File: src/rtl/data_pack.sv
`default_nettype none
// ============================================================================
// data_pack - builds magic/type/len/seq header + cache payload + XOR tail into
// alternating ping/pong TX RAM buffers.                        Revision: 1.0
// ============================================================================
module data_pack #(
  parameter logic [15:0] HDR_MAGIC = 16'h55AA,
  parameter logic [15:0] BUF_SPAN  = 16'h0800
) (
  input  logic        clk,
  input  logic        rst,
  input  logic        fs_pack,
  output logic        fd_pack,
  input  logic [3:0]  btype,
  input  logic [3:0]  data_idx,
  input  logic [95:0] cache_info,
  output logic [13:0] cache_rxa,
  input  logic [7:0]  cache_rxd,
  output logic [15:0] ram_txa,
  output logic [7:0]  ram_txd,
  output logic        ram_txen,
  output logic [15:0] tx_addr_init,
  output logic [15:0] tx_dlen
);

  typedef enum logic [2:0] {
    S_IDLE  = 3'd0,
    S_HEAD  = 3'd1,
    S_PRIME = 3'd2,
    S_BODY  = 3'd3,
    S_TAIL  = 3'd4,
    S_DONE  = 3'd5
  } state_t;

  state_t      state_q, state_d;
  logic [3:0]  btype_q;
  logic [3:0]  idx_q;
  logic [15:0] plen_q;
  logic [15:0] off_q, off_d;
  logic [13:0] rxa_q, rxa_d;
  logic [7:0]  cs_q, cs_d;
  logic [7:0]  seq_q, seq_d;
  logic        base_q, base_d;
  logic [15:0] addr_init_q, addr_init_d;
  logic [15:0] dlen_q, dlen_d;
  logic [15:0] txa_q;
  logic [7:0]  txd_q;

  logic [7:0]  w_slot;
  logic [15:0] w_plen;
  logic        w_start;
  logic [15:0] w_base_addr;
  logic [7:0]  w_hdr_byte;
  logic        w_rxa_more;
  logic        w_wr_en;
  logic [7:0]  w_wr_data;

  // Slot indices 12..15 have no word count and yield an empty payload.
  always_comb begin
    w_slot = 8'h00;
    for (int n = 0; n < 12; n++) begin
      if (data_idx == 4'(n)) begin
        w_slot = cache_info[8*n +: 8];
      end
    end
  end

  assign w_plen      = {6'd0, w_slot, 2'b00};
  assign w_start     = (state_q == S_IDLE) && fs_pack;
  assign w_base_addr = base_q ? BUF_SPAN : 16'h0000;
  // Stop advancing once the last payload address has been presented.
  assign w_rxa_more  = (({6'd0, rxa_q[9:0]}) + 16'd1) < plen_q;

  always_comb begin
    case (off_q[2:0])
      3'd0:    w_hdr_byte = HDR_MAGIC[15:8];
      3'd1:    w_hdr_byte = HDR_MAGIC[7:0];
      3'd2:    w_hdr_byte = {btype_q, idx_q};
      3'd3:    w_hdr_byte = plen_q[15:8];
      3'd4:    w_hdr_byte = plen_q[7:0];
      3'd5:    w_hdr_byte = seq_q;
      default: w_hdr_byte = 8'h00;
    endcase
  end

  always_comb begin
    state_d     = state_q;
    off_d       = off_q;
    rxa_d       = rxa_q;
    cs_d        = cs_q;
    seq_d       = seq_q;
    base_d      = base_q;
    addr_init_d = addr_init_q;
    dlen_d      = dlen_q;
    w_wr_en     = 1'b0;
    w_wr_data   = txd_q;

    case (state_q)
      S_IDLE: begin
        if (fs_pack) begin
          state_d = S_HEAD;
          off_d   = 16'd0;
          cs_d    = 8'h00;
        end
      end
      S_HEAD: begin
        w_wr_en   = 1'b1;
        w_wr_data = w_hdr_byte;
        cs_d      = cs_q ^ w_hdr_byte;
        off_d     = off_q + 16'd1;
        if (off_q == 16'd7) begin
          state_d = S_PRIME;
          rxa_d   = {idx_q, 10'd0};
        end
      end
      S_PRIME: begin
        state_d = (plen_q == 16'd0) ? S_TAIL : S_BODY;
        if (w_rxa_more) begin
          rxa_d = rxa_q + 14'd1;
        end
      end
      S_BODY: begin
        // Payload passes straight from the cache read port so the first byte
        // lands in the cycle right after PRIME without an extra pipeline stage.
        w_wr_en   = 1'b1;
        w_wr_data = cache_rxd;
        cs_d      = cs_q ^ cache_rxd;
        off_d     = off_q + 16'd1;
        if (w_rxa_more) begin
          rxa_d = rxa_q + 14'd1;
        end
        if (off_q == (plen_q + 16'd7)) begin
          state_d = S_TAIL;
        end
      end
      S_TAIL: begin
        w_wr_en     = 1'b1;
        w_wr_data   = cs_q;
        addr_init_d = w_base_addr;
        dlen_d      = plen_q + 16'd9;
        seq_d       = seq_q + 8'd1;
        base_d      = ~base_q;
        state_d     = S_DONE;
      end
      S_DONE: begin
        if (!fs_pack) begin
          state_d = S_IDLE;
        end
      end
      default: state_d = S_IDLE;
    endcase
  end

  assign fd_pack      = (state_q == S_DONE);
  assign ram_txen     = w_wr_en;
  assign ram_txd      = w_wr_data;
  assign ram_txa      = w_wr_en ? (w_base_addr + off_q) : txa_q;
  assign cache_rxa    = rxa_q;
  assign tx_addr_init = addr_init_q;
  assign tx_dlen      = dlen_q;

  always_ff @(posedge clk or posedge rst) begin
    if (rst) begin
      state_q     <= S_IDLE;
      btype_q     <= 4'd0;
      idx_q       <= 4'd0;
      plen_q      <= 16'd0;
      off_q       <= 16'd0;
      rxa_q       <= 14'd0;
      cs_q        <= 8'h00;
      seq_q       <= 8'h00;
      base_q      <= 1'b0;
      addr_init_q <= 16'd0;
      dlen_q      <= 16'd0;
      txa_q       <= 16'd0;
      txd_q       <= 8'h00;
    end else begin
      state_q     <= state_d;
      off_q       <= off_d;
      rxa_q       <= rxa_d;
      cs_q        <= cs_d;
      seq_q       <= seq_d;
      base_q      <= base_d;
      addr_init_q <= addr_init_d;
      dlen_q      <= dlen_d;
      if (w_start) begin
        btype_q <= btype;
        idx_q   <= data_idx;
        plen_q  <= w_plen;
      end
      if (w_wr_en) begin
        txa_q <= ram_txa;
        txd_q <= w_wr_data;
      end
    end
  end

endmodule
`default_nettype wire

File: config.mk
export PLATFORM = sky130hd
export DESIGN_NAME = data_pack
export DESIGN_NICKNAME = d
export VERILOG_FILES = /design/src/rtl/data_pack.sv
export SDC_FILE = /design/constraint.sdc
export NUM_CORES = 1
export LEC_CHECK = 0
export CAP_MARGIN = 20
export CORE_MARGIN = 2
export CORE_UTILIZATION = 35
export DETAILED_ROUTE_END_ITERATION = 16
export SLEW_MARGIN = 5
export SYNTH_ARGS = -nofsm -noshare
export SYNTH_HDL_FRONTEND = slang
export SYNTH_SLANG_ARGS = --single-unit
File: constraint.sdc
create_clock -name clk -period 3.4 [get_ports clk]
set_clock_uncertainty 0.1 [all_clocks]
set_input_delay 0.68 -clock clk [delete_from_list [all_inputs] [get_ports clk]]
set_output_delay 0.68 -clock clk [all_outputs]
set_load 0.005 [all_outputs]
==> impl_metrics.tcl, run 1 <==
set metrics [dict create \
    cts-root-buf "clkbuf_16" \
    antenna_found_initial 0 \
    vias_per_cell 5.30 \
    clk_latency_ps 360 \
    syn_area_per_cell_um2 9.16 \
    fin_area_um2 9150 \
    cp-start-kind "register" \
    ir_worst_vdd_mv 0.192 \
    dieArea_um2 20600 \
    final_cell_count_no_fill 1168 \
    period_needed_ps 3260 \
    yosys_warnings 0 \
    drc 0 \
    ys_ff_latch 101 \
    max_freq_mhz 307 \
    grt_start_max_net_pins 37 \
    wirelength_um 20300 \
    cts_buffers 9 \
    p_leak_nw 3.92 \
    first_iter_violations 412 \
    ioPinCount 187 \
    finalPower_mw 4.07 \
    diodes 0 \
    drive_gt1_share_pct 12.5 \
    clock-sinks 101 \
    crit_path_max_incr_delay_ps 440 \
    final_hold_viol_count 0 \
    hold_buffers 0 \
    path_max_fanout 10 \
    r2r_slack_ps 270 \
    wl_per_cell_um 17.4 \
    nNetsFinal 1034 \
    grt_pass1_vias 6097 \
    drtPass1Iterations 5 \
    ant_nets 0 \
    dpl_cell_area_um2 8780 \
    synth.top_cell.area_share_pct 37.0 \
    dp_slack_ps 309 \
    seq_area_frac_synth_pct 37.0 \
    p_per_area_nw_per_um2 445 \
    crit_buf_inv 2 \
    setup_tns_ps 0 \
    syn_inst 746 \
    hpwl_um 15600 \
    syn-cell-area_um2 6830 \
    critPathArrivalTime_ps 2480 \
    vias 6190 \
    critical_path_class "reg2out" \
    dp.cells 1151 \
    grtUsageTotal_pct 20.5 \
    overflow 0 \
    critPathTopFamily "compound AO/OA/AOI/OAI gates" \
    cts_max_level 3 \
    worst_pin_slew_ps 865 \
    max-slew-margin-rel_pct 42.2 \
    synth_flop_cell "dfrtp_1" \
    hold_class "reg2reg" \
    grt_pass1_wl_um 32600 \
    cap_violations 0 \
    fp.coreArea_um2 19300 \
    cp-end-kind "output port" \
    gp_congestion 0.869 \
    status "completed" \
    clkTransAtPathRegs_ps 70 \
    synthTopCellsByArea "dfrtp_1 37%, nand2_1 5.1%, mux4_2 4.6%, o21ai_0 4.3%, mux2_2 4.0%" \
    cts_tree "done" \
    final_max_slew_viol_count 0 \
    synth_enable_flop_cells 0 \
    postSynth.asyncResetShare_pct 100 \
    timing.final.ws_setup_ps 142 \
    synth_top_cell_by_area "dfrtp_1" \
    cp_slowest_cell "clkdlybuf4s50_1" \
    period_share_pct 95.8 \
    die_w_um 144 \
    core.rowCount 51 \
    portBuffers 165 \
    ys_types 72 \
    rsz0062_at_grt "false" \
    cp_cell_sequence "buf_6 -> ha_2 -> and3b_1 -> o22ai_1 -> nand3_1 -> o211a_1 -> a221o_1 -> clkdlybuf4s50_1" \
    setup_viol_count_final 0 \
    critical_path_required_ps 2620 \
    start_util_pct 35.3 \
    syn_to_final_growth_pct 33.9 \
    die_h_um 144 \
    cts_buffer_depth 2 \
]
[per-layer routing]
layer / part of all wire (%) / GRT usage [%] / up-vias
met5: 0 / 0 / -
li1: - / - / 2985
met1: 44 / 26.7 / 2974
met4: 1.8 / 6.40 / 0
met3: 5.9 / 4.40 / 19
met2: 48 / 33.9 / 212
[kinds of logic (layout without fill, tap and decap cells)]
kind of cell / count (synthesis) / count (layout) / share of synthesized area, %
compound gates: 185 / 185 / 18.0
xor+xnor: 35 / 35 / 4.49
simple gates: 249 / 249 / 18.2
flops: 101 / 101 / 37.0
other cells: 1 / 21 / 0.0549
buf+inv: 97 / 234 / 7.02
fa+ha+maj: 20 / 20 / 3.66
mux: 58 / 58 / 11.6
[cell type report]
| class | count | area, um^2 |
|---|---|---|
| inverters | 23 | 93.8 |
| multi-input cells | 568 | 3970 |
| clock buffers | 10 | 229 |
| well taps | 265 | 332 |
| flip-flops and latches | 101 | 2530 |
| clock inverters | 5 | 52.6 |
| fillers | 1883 | 10200 |
| repair buffers | 196 | 1940 |
[registers in the layout, summed over array words and instances, names as in the netlist]
signal / count
off_q: 16
txa_q: 16
cache_rxa: 14
tx_dlen: 10
cs_q: 8
plen_q: 8
seq_q: 8
txd_q: 8
btype_q: 4
idx_q: 4
state_q: 3
base_q: 1
tx_addr_init: 1
[cells in the final DEF, fill, tap and decap left out, types with 21 or more instances in the layout]
cell,netlist,layout
conb_1,1,21
o21ai_0,59,56
mux2_2,24,24
clkdlybuf4s50_1,0,164
a21oi_1,28,26
nor2_1,39,37
buf_4,23,26
nand3_1,33,33
dfrtp_1,101,101
xnor2_1,23,23
nand2_1,92,92
[cells in the mapped netlist (5+ instances only)]
master	n
dfrtp_1	101
nand2_1	92
o21ai_0	59
nor2_1	39
nand3_1	33
clkbuf_1	32
a21oi_1	28
mux2_2	24
buf_4	23
xnor2_1	23
inv_1	21
ha_1	20
mux2i_1	19
buf_2	16
mux4_2	14
a211oi_1	13
xor2_1	12
a221o_1	11
nand4_1	10
nor2b_1	10
or3_1	10
nor3_1	9
o211ai_1	9
o22ai_1	9
a21o_1	7
nor3b_1	6
nor4_1	6
a22oi_1	5
and3_1	5
o31ai_1	5
or2_2	5
[metrics by stage]
stage	hold WS, ps	utilization, %
2_1_floorplan	338	-
3_3_place_gp	350	45.4
6_report	369	47.3
5_1_grt	379	47.3
4_1_cts	373	46.9
3_5_place_dp	358	45.4
[report_power, final]
group,leakage [nW],internal (mW),total [mW],switching [mW]
clock network,0.138,0.564,1.03,0.464
registers,1.26,1.41,1.65,0.240
logic,2.52,0.787,1.39,0.604
total,3.92,2.76,4.07,1.31
[path summary, 6_finish.rpt]
check / startpoint / endpoint / cells past startpoint
setup / recovery: off_q[1] / ram_txd[7] / 8
hold / removal: seq_q[7] / seq_q[7] / 1
setup reg to reg: cache_rxa[4] / cache_rxa[7] / 11
hold reg to reg: seq_q[7] / seq_q[7] / 1
max in group asynchronous: rst / cache_rxa[8] / 3
min in group asynchronous: rst / off_q[13] / 2
[timing repair]
action,CTS,global route
endpoints found under the setup margin,2,8
pin swaps,0,1
buffers inserted,0,2
resized for setup,3,18
Note: power is estimated with default switching activity, not from simulation.
==> run 2, diff against run 1 <==
--- a/config.mk
+++ b/config.mk
@@ -5,6 +5,7 @@
 export SDC_FILE = /design/constraint.sdc
 export NUM_CORES = 1
 export LEC_CHECK = 0
+export ABC_AREA = 1
 export CAP_MARGIN = 20
 export CORE_MARGIN = 2
 export CORE_UTILIZATION = 35
==> impl_metrics.tcl, run 2 <==
set metrics [dict create \
    status "completed" \
    final_common_cell "nand2_1" \
    p_leak_nw 4.14 \
    synth_top_family_by_area "simple AND/OR/NAND/NOR gates" \
    postSynth.asyncResetShare_pct 100 \
    cp_cell_sequence "inv_1 -> ha_1 -> inv_1 -> nor2_2 -> nand2_1 -> o211ai_1 -> nand2_1 -> o2111ai_1 -> clkdlybuf4s50_1" \
    yosysMostFrequentCell "nand2_1" \
    r2r_slack_ps 560 \
    grt_pass1_wl_um 32900 \
    critical_path_required_ps 2620 \
    grt_pass1_vias 6429 \
    cp-start-kind "register" \
    synth_enable_flop_cells 0 \
    setup_tns_ps 0 \
    die_w_um 144 \
    critPathTopFamily "buffers and inverters" \
    critical_path_class "reg2out" \
    synth_flop_cell "dfrtp_1" \
    post_cts_resize_count 0 \
    seq_area_um2 2530 \
    rsz0062_at_grt "false" \
    max-slew-margin-rel_pct 57.0 \
    start_util_pct 35.4 \
    nNetsFinal 1254 \
    synth_simple_gate_area_share_pct 33.6 \
    vias 6678 \
    critPathArrivalTime_ps 2470 \
    portBuffers 165 \
    cap_violations 0 \
    grt_start_max_net_pins 49 \
    synth_commonest_cells "317 x nand2_1, 101 x dfrtp_1, 89 x inv_1" \
    dieArea_um2 20600 \
    syn_area_per_cell_um2 7.13 \
    ys_types 49 \
    hold_class "reg2reg" \
    hold_ws_ps 371 \
    fp.coreArea_um2 19300 \
    seq_area_frac_synth_pct 37.1 \
    period_share_pct 95.7 \
    p_per_area_nw_per_um2 659 \
    cp-end-kind "output port" \
    drtPass1Iterations 6 \
    ant_nets 0 \
    worst_pin_slew_ps 643 \
    max_freq_mhz 307 \
    timing.final.ws_setup_ps 146 \
    gp_congestion 0.886 \
    final_cell_mix "317 x nand2_1, 165 x clkdlybuf4s50_1, 101 x dfrtp_1" \
    path_max_fanout 8 \
    cts_buffer_depth 2 \
    clock-sinks 101 \
    cts_max_level 3 \
    synthTopCellsByArea "dfrtp_1 37%, nand2_1 17%, inv_1 4.9%, o21ai_0 4.8%, nor2_1 4.2%" \
    drive_gt1_share_pct 6.05 \
    final_cell_count_no_fill 1389 \
    setup_viol_count_final 0 \
    synth_xor_xnor_area_share_pct 3.60 \
    syn_inst 955 \
    ir_worst_vdd_mv 0.316 \
    final_hold_viol_count 0 \
    n_fill_cell 1964 \
    hold_buffers 0 \
    ioPinCount 187 \
    cts_tree "done" \
    synth_compound_area_share_pct 11.8 \
    cp_slowest_cell "clkdlybuf4s50_1" \
    wirelength_um 20700 \
    wl_per_cell_um 14.9 \
    core.rowCount 51 \
    first_iter_violations 317 \
    post_cts_buffers 0 \
    cts_buffers 9 \
    crit_buf_inv 3 \
    antenna_found_initial 0 \
    crit_path_max_incr_delay_ps 560 \
    synthAdderAreaFrac_pct 3.67 \
    drc 0 \
    finalPower_mw 5.96 \
    vias_per_cell 4.81 \
    ys_ff_latch 101 \
    cts-root-buf "clkbuf_16" \
    synth_top_cell_by_area "dfrtp_1" \
    synth.top_cell.area_share_pct 37.1 \
    dp_slack_ps 552 \
    dp.cells 1373 \
    clk_latency_ps 360 \
    period_needed_ps 3250 \
    yosys_warnings 0 \
    muxShareOfSynthArea_pct 0.606 \
    clkTransAtPathRegs_ps 70 \
    grtUsageTotal_pct 20.5 \
    hpwl_um 16300 \
    syn-cell-area_um2 6810 \
    final_max_slew_viol_count 0 \
    syn_to_final_growth_pct 32.7 \
    diodes 0 \
    overflow 0 \
    multiInputGateArea_um2 3710 \
    die_h_um 144 \
]
## run 2: changes by cell type after synthesis, sizes merged, moves of 11 or more
cell     delta
a211oi     -13
a221o      -11
clkbuf     -24
inv        +74
mux2       -24
mux2i      -16
mux4       -14
nand2     +229
nand3      +22
nand4      +13
nor2       +50
o2111ai    +18
o21ai      +11
xnor2      -15
## run 2: cell type report
cell class,count,area share (%)
Inverter,95,4.04
Clock inverter,5,0.900
Sequential cell,101,28.0
Clock buffer,11,2.80
Tap cell,265,3.67
Multi-Input combinational cell,733,41.1
Timing Repair Buffer,179,19.6
## run 2: worst paths after layout
kind / from / end / cells after the start
max in group asynchronous: rst / tx_dlen[2] / 3
setup reg to reg: cache_rxa[0] / cache_rxa[9] / 13
hold reg to reg: seq_q[7] / seq_q[7] / 1
hold / removal: seq_q[7] / seq_q[7] / 1
min in group asynchronous: rst / state_q[0] / 2
setup / recovery: off_q[0] / ram_txd[7] / 9
## run 2: per-layer routing
layer / global-route usage, % / vias to the layer above / part of all wire [%]
li1: - / 3405 / -
met1: 25.5 / 3009 / 43
met2: 34.2 / 228 / 47
met3: 5.13 / 36 / 7.1
met4: 8.20 / 0 / 3.1
met5: 0 / - / 0
## run 2: worst register-to-register path: cells and delay by family, from the launching register on
kind | cells | cell delay (ps)
XOR/XNOR | 1 | 250
AND/OR/NAND/NOR | 8 | 1140
flip-flops | 1 | 470
adder cells (fa/ha/maj) | 2 | 530
AO/OA/AOI/OAI | 2 | 250
## run 2: power breakdown
part	leakage [nW]	internal [mW]	switching (mW)
logic	2.64	1.19	1.71
clock network	0.162	0.687	0.475
registers	1.33	1.55	0.348
total	4.14	3.43	2.53
## run 2: cell families (layout without fill, tap and decap cells)
| logic type | Yosys count | in the layout |
|---|---|---|
| and+or+nand+nor | 522 | 522 |
| buffers and inverters | 141 | 290 |
| AOI/OAI and AO/OA | 138 | 138 |
| DFF | 101 | 101 |
| xor gates and xnor gates | 28 | 28 |
| adders and majority gates | 20 | 20 |
| muxes | 4 | 4 |
| other | 1 | 21 |
## run 2: through the flow
step	util [%]	instance area (um^2)
6_report	46.9	9040
5_1_grt	46.9	9040
4_1_cts	46.9	9040
3_5_place_dp	45.2	8710
3_3_place_gp	45.2	8710
2_1_floorplan	-	6890
